[config.mk]
export PLATFORM = sky130hd
export DESIGN_NAME = rreq_multi_ctrl
export DESIGN_NICKNAME = d
export VERILOG_FILES = /design/src/rtl/rreq_multi_ctrl.sv
export SDC_FILE = /design/constraint.sdc
export NUM_CORES = 1
export LEC_CHECK = 0
export CAP_MARGIN = 20
export CORE_MARGIN = 5
export CORE_UTILIZATION = 45
export DETAILED_ROUTE_END_ITERATION = 10
export GPL_ROUTABILITY_DRIVEN = 1
export MAX_ROUTING_LAYER = met4
export PLACE_DENSITY = 0.74
export SLEW_MARGIN = 20
export SYNTH_ARGS = -nofsm -noshare
export SYNTH_HDL_FRONTEND = slang
export SYNTH_SLANG_ARGS = --single-unit
[constraint.sdc]
create_clock -name clk -period 6.96 [get_ports clk]
set_input_delay 1.392 -clock clk [delete_from_list [all_inputs] [get_ports clk]]
set_output_delay 1.392 -clock clk [all_outputs]
set_load 0.01 [all_outputs]
[src/rtl/rreq_multi_ctrl.sv]
// N-channel clocked request controller: per-channel 4-phase (inverted-input C-element)
// or 2-phase (transition) request generation with sync inputs, error flags and counters.
module rreq_multi_ctrl #(
  parameter int CHANNELS    = 4,
  parameter int CNT_W       = 8,
  parameter int SYNC_STAGES = 2
) (
  input  logic                      clk,
  input  logic                      rst,
  input  logic [CHANNELS-1:0]       go_lm,
  input  logic [CHANNELS-1:0]       r_ack,
  input  logic [CHANNELS-1:0]       mode,
  input  logic [CHANNELS-1:0]       en,
  input  logic                      err_clr,
  output logic [CHANNELS-1:0]       r_req,
  output logic [CHANNELS-1:0]       err,
  output logic [CHANNELS*CNT_W-1:0] hs_cnt
);

  logic [CHANNELS-1:0] a;
  logic [CHANNELS-1:0] b;

  generate
    if (SYNC_STAGES == 0) begin : g_nosync
      assign a = go_lm;
      assign b = r_ack;
    end else begin : g_sync
      logic [CHANNELS-1:0] a_sync_reg [SYNC_STAGES];
      logic [CHANNELS-1:0] b_sync_reg [SYNC_STAGES];

      always_ff @(posedge clk) begin
        if (!rst) begin
          for (int s = 0; s < SYNC_STAGES; s++) begin
            a_sync_reg[s] <= '0;
            b_sync_reg[s] <= '0;
          end
        end else begin
          a_sync_reg[0] <= go_lm;
          b_sync_reg[0] <= r_ack;
          for (int s = 1; s < SYNC_STAGES; s++) begin
            a_sync_reg[s] <= a_sync_reg[s-1];
            b_sync_reg[s] <= b_sync_reg[s-1];
          end
        end
      end

      assign a = a_sync_reg[SYNC_STAGES-1];
      assign b = b_sync_reg[SYNC_STAGES-1];
    end
  endgenerate

  genvar gi;
  generate
    for (gi = 0; gi < CHANNELS; gi++) begin : g_ch
      logic             r_req_reg, r_req_next;
      logic             go_pend_reg, go_pend_next;
      logic             mode_reg, mode_next;
      logic             err_reg;
      logic             a_d_reg, b_d_reg;
      logic [CNT_W-1:0] cnt_reg;
      logic             idle, pending, go_ev, b_chg, err_ev, inc;

      always_comb begin
        // Mode may only change while the channel is quiescent in its current protocol.
        idle         = mode_reg ? ((r_req_reg == b[gi]) && !go_pend_reg)
                                : (!r_req_reg && !b[gi]);
        mode_next    = idle ? mode[gi] : mode_reg;
        pending      = r_req_reg ^ b[gi];
        go_ev        = a[gi] ^ a_d_reg;
        b_chg        = b[gi] ^ b_d_reg;
        r_req_next   = r_req_reg;
        go_pend_next = go_pend_reg;
        err_ev       = 1'b0;
        inc          = 1'b0;
        if (!mode_next) begin
          r_req_next = (~a[gi] & ~b[gi]) | (r_req_reg & ~(a[gi] & b[gi]));
          err_ev     = b_chg & (b[gi] ? ~r_req_reg : r_req_reg);
          inc        = r_req_reg & ~r_req_next;
        end else begin
          // A b change that leaves r_req != b means the channel was idle before it.
          err_ev = b_chg & pending;
          inc    = b_chg & ~pending;
          if (!pending) begin
            if (go_pend_reg) begin
              r_req_next   = ~r_req_reg;
              go_pend_next = go_ev;
            end else if (go_ev) begin
              r_req_next = ~r_req_reg;
            end
          end else if (go_ev) begin
            if (go_pend_reg) err_ev = 1'b1;
            else             go_pend_next = 1'b1;
          end
        end
      end

      always_ff @(posedge clk) begin
        if (!rst) begin
          r_req_reg   <= 1'b0;
          go_pend_reg <= 1'b0;
          mode_reg    <= 1'b0;
          err_reg     <= 1'b0;
          a_d_reg     <= 1'b0;
          b_d_reg     <= 1'b0;
          cnt_reg     <= '0;
        end else begin
          a_d_reg <= a[gi];
          b_d_reg <= b[gi];
          if (en[gi]) begin
            r_req_reg   <= r_req_next;
            go_pend_reg <= go_pend_next;
            mode_reg    <= mode_next;
            err_reg     <= err_ev | (err_reg & ~err_clr);
            cnt_reg     <= cnt_reg + CNT_W'(inc);
          end
        end
      end

      assign r_req[gi]                    = r_req_reg;
      assign err[gi]                      = err_reg;
      assign hs_cnt[gi*CNT_W +: CNT_W]    = cnt_reg;
    end
  endgenerate

endmodule

# Yosys cells after proc, flatten, opt, wreduce, memory -nomap -nowiden
# Memories as Yosys holds them, arrays and structs flattened.
# Index checks and enable logic that the tools add are counted.
# op_classes
add_sub_neg	4
multipliers	0
div_mod_pow	0
magnitude_cmp	0
eq_ne	16
shifts	0
muxes	66
n_bitwise	81
reduce_logical	28
# op_table
op	count
$mux 1	62
$add 8x1->8	4
$and 1x1->1	32
$not 1->1	25
$reduce_and 3->1	8
$mux 4	4
$logic_not 1->1	12
$ne 3x2->1 const B	4
$or 1x1->1	12
$xor 1x1->1	12
$logic_and 1x1->1	8
$ne 2x1->1 const B	4
$ne 2x2->1 const B	4
$eq 1x1->1	4
# totals
ff_bits	56
latch_bits	0
ram_bits	16
mem_bits_ro	0
inputBits	19
output_inout_bits	40
word_cells	225
memories	2
# memory_table
name	words	width	rd	rd_clocked_by_memory_dff	wr	line	text
g_sync.a_sync_reg	2	4	2	0	2	28	logic [CHANNELS-1:0] a_sync_reg [SYNC_STAGES];
g_sync.b_sync_reg	2	4	2	0	2	29	logic [CHANNELS-1:0] b_sync_reg [SYNC_STAGES];

# Logic depth before layout (Yosys ltp)
# depth
ltp_word	8
ltp_mapped	11
mapped_depth_nobuf	11

# Worst setup path after synthesis
# Ideal clock, no wire load.
# synth_path
path_type	in2reg
from	in mode[0]
to	reg g_ch[0].cnt_reg[5]
setup_time_ns	0.070
t_arrival_ns	2.935
t_required_ns	6.890
setup_slack_ns	3.954
cell_stages	8
n_path_buf	0
cell_sequence	a21o_1 > o31a_1 > or3_1 > o31ai_1 > ha_1 > nand4_1 > or3_1 > a21oi_1
# synth_between
elab_chain_len	3
# synth_rtl
item	line	text
start: declaration	12	input logic [CHANNELS-1:0] mode,
$mux 1	67	mode_next = idle ? mode[gi] : mode_reg;
$mux 1	75	if (!mode_next) begin
$add 8x1->8	114	cnt_reg <= cnt_reg + CNT_W'(inc);
end signal: assignment	114	
end: declaration	60	logic [CNT_W-1:0] cnt_reg;
# Every way passes these cells.
# A chain may end at the register's enable or synchronous reset.

# Worst setup path after layout
# layout_path
from	in mode[2]
to	reg g_ch[2].cnt_reg[7]
# layout_between
elab_chain_len	3
# layout_rtl
item	line
$mux 1	67
$mux 1	75
$add 8x1->8	114
end signal: assignment	114
end: declaration	60
# Every way passes these cells.

==> results.txt <==
----------------------------------------------------
[Clocking]
  Cell at the root of the clock tree ... clkbuf_8
  TritonCTS clock tree ... done
  Number of buffers inserted during clock tree synthesis ... 9
  Number of H-tree branching levels ... 3
  Number of buffers inserted for hold repair after clock tree synthesis ... 0
  Source-to-sink clock delay at the later pin of the worst-skew pair ... 0.34 ns
  Reg clk slew, reported paths ... 0.08 ns
  Cts repair resizes ... 0
  Maximum buffer depth of the clock tree ... 2
  Post-CTS Setup Inserts ... 0
  Total number of clock tree sinks ... 72

[Placement]
  Last weighted congestion value of the routability-driven placer ... 0.887
  Number of I/O port buffers ... 58
  Estimated wirelength of the detail-placed design ... 4690 um

[STA]
  Hold violation count in the final report ... 0
  Total negative slack ... 0 ns
  Period minus WS final ... 3.37 ns
  Transition time at the pin with the least slew margin ... 0.801 ns
  Setup repair after global routing missed its margin ... no
  Hold slack final ... 0.432 ns
  Final setup skew ... 0.0113 ns
  Final setup violation count ... 0
  Final worst-path cycle share ... 48.4%
  Max frequency ... 297 MHz
  Slew Limit Fails ... 0
  Max-slew headroom at the worst pin ... 46.6%

[Drt]
  Number of DRC violations after detailed routing ... 0
  Average vias per placed instance ... 5.24
  Detailed router's first-iteration violation count ... 71
  Total Wirelength ... 6640 um
  Detail Route Antenna Nets ... 0
  Routed via count ... 2,678
  Router iterations before antenna repair ... 4
  WL/cell ... 13.0 um

[Critical path]
  Worst Setup Path Type ... input pin to flop
  Dominant cell type by count on the critical path ... or3_1
  Maximum single-stage delay on the critical path ... 0.48 ns
  Critical Path AT ... 3.64 ns
  Highest-delay cell along the critical path ... clkdlybuf4s50_1
  Sort of element at the end of the critical path ... flop
  Worst Path Required ... 7.23 ns
  Type of origin of the critical path ... input pin
  Chain of cells forming the critical path ... clkdlybuf4s50_1 > a21o_1 > o31a_1 > or3_1 > o31ai_1 > ha_1 > nand4_1 > or3_1 > a21oi_1
  Critical-path maximum fanout ... 5

[Pwr]
  PD cells ... 213 mW/mm^2
  Fraction of power spent switching nets ... 26.3%
  Design Power ... 0.881 mW
  Net switching power ... 0.232 mW
  Power Internal ... 0.650 mW
  Largest voltage drop on the vdd net ... 0.121 mV
  Combinational power share ... 12.3%
  Power share of the clock group ... 38.3%
  Share of total power in sequential cells ... 49.4%
  Standby leakage power ... 1.59 nW

[Outcome]
  Run status ... finished, final reports clean

[Finish]
  Layout cells sized above 1 ... 8.74%
  Fill count ... 654
  Number of diodes added for antenna fixing ... 0
  Flip-flop count of the largest register, all copies and words added ... 32
  Layout-stage area growth over the synthesis result ... 24.4%
  NumNets Final ... 438

[Synthesis]
  Cell count after synthesis ... 356
  Fraction of registers with async set or reset after synthesis ... 0%
  Leading post-synthesis cells by instance count ... 72 x dfxtp_1, 40 x nor2_1, 26 x nand2_1
  Portion of the post-synthesis area used by sequential elements ... 43.4%
  Netlist area before placement ... 0.00332 mm^2
  Portion of synthesized cell area occupied by the leading cell type ... 43.4%
  Most used standard cell by instance count after synthesis ... dfxtp_1
  Library cells used by synthesis ... 47
  Yosys top cell by area ... dfxtp_1
  Top cells by area, synth ... dfxtp_1 43%, xor2_1 5.3%, ha_1 4.5%
  Prevailing post-synth register cell ... dfxtp_1
  Post-synth EDFFs ... 0
  Average cell area after synthesis ... 9.32 um^2
  Warnings, synthesis ... 0
  Synth Net Count ... 387
  Flops & latches, synth ... 72

[GRT]
  Global routing met1 resource utilization ... 18.6%
  Fraction of met3 tracks used by global routing ... 4.46%
  Tot GR Track Use ... 16.3%
  Most utilized layer in the global route result ... met2
  Global route total overflow ... 0
  Global routing usage on met2 ... 26.8%
  Initial antenna violation count ... 0
  Global-route wire length before repair ... 11,500 um
  Pin count of the biggest net entering global routing ... 47
  Number of global-route vias before repair ... 2,641

[Worst hold path]
  Classification of the worst-slack hold path ... flop to flop

[Floorplan]
  Top Ports ... 59
  Total number of placement rows ... 31
  Total die area ... 0.00919 mm^2
  Initial Util ... 46.0%
  Height of the die ... 95.9 um
  Std-Cell Core Area ... 0.00721 mm^2
  Die extent in x ... 95.9 um

[Job]
  Max capacitance violation total ... 0

----------------------------------------------------
-- cells in the final DEF, fill, tap and decap left out, types with 10 or more instances in the layout --
| cell type | synthesis | final |
|---|---|---|
| and2_1 | 18 | 18 |
| a21oi_1 | 14 | 14 |
| clkbuf_8 | 0 | 10 |
| nand4_1 | 12 | 12 |
| ha_1 | 12 | 12 |
| dfxtp_1 | 72 | 72 |
| nand2_1 | 26 | 26 |
| mux2i_1 | 10 | 10 |
| xor2_1 | 20 | 20 |
| or3_1 | 10 | 10 |
| o21ai_0 | 12 | 12 |
| inv_1 | 10 | 10 |
| nor2_1 | 40 | 40 |
| clkdlybuf4s50_1 | 0 | 58 |
-- critical path, delay by kind of cell --
family | cells | cell delay [ns]
AOI/OAI and AO/OA | 4 | 0.59
buffers and inverters | 1 | 0.48
adders and majority gates | 1 | 0.21
and+or+nand+nor | 3 | 0.98
-- metrics by stage --
step / setup slack [ns] / std cells / utilization, % / cell area (um^2)
detailed placement: 3.24 / 495 / 54.4 / 3920
finish: 3.59 / 511 / 57.2 / 4130
global placement: 3.34 / 495 / 54.4 / 3920
floorplan: 3.95 / 356 / - / 3320
CTS: 3.61 / 511 / 57.2 / 4130
global route: 3.40 / 511 / 57.2 / 4130
-- metal layers --
metal  share of wire [%]  up-vias
met1                  45     1262
met4                0.92        0
met3                 5.1        5
met5                   0        -
li1                    -     1355
met2                  49       56
-- cell type report --
cell class	count	area [um^2]	share of cell area, %
Tap cell	99	124	3.00
Clock buffer	10	138	3.33
Clock inverter	6	67.6	1.64
Sequential cell	72	1440	34.9
Timing Repair Buffer	59	588	14.2
Multi-Input combinational cell	254	1730	41.9
Inverter	11	41.3	1.00
-- power groups by stage --
stage | clock, mW | combinational [mW] | sequential, mW
after global placement | 0 | 0.104 | 0.445
after global routing | 0.367 | 0.120 | 0.437
after CTS | 0.348 | 0.109 | 0.435
final | 0.338 | 0.108 | 0.435
after detailed placement | 0 | 0.108 | 0.445
after floorplan | 0 | 0.0778 | 0.443
-- final timing paths --
| path | end | cells past startpoint | slack, ns | startpoint |
|---|---|---|---|---|
| max | g_ch[2].cnt_reg[7] | 9 | 3.59 | mode[2] |
| max reg2reg | g_ch[2].cnt_reg[7] | 9 | 4.23 | g_ch[2].r_req_reg |
| min reg2reg | g_sync.b_sync_reg[0][6] | 1 | 0.43 | g_sync.b_sync_reg[0][2] |
| min | g_sync.b_sync_reg[0][6] | 1 | 0.43 | g_sync.b_sync_reg[0][2] |
-- kinds of logic (layout without fill, tap and decap cells) --
logic type,Yosys count,count (layout),share of synthesized area [%]
multiplexers,10,10,3.02
flip-flops,72,72,43.4
XOR/XNOR,24,24,6.79
AO/OA/AOI/OAI,74,74,16.8
buffers and inverters,30,86,4.45
AND/OR/NAND/NOR,134,134,21.0
adder cells (fa/ha/maj),12,12,4.52
(Power assumes the default switching activity.)
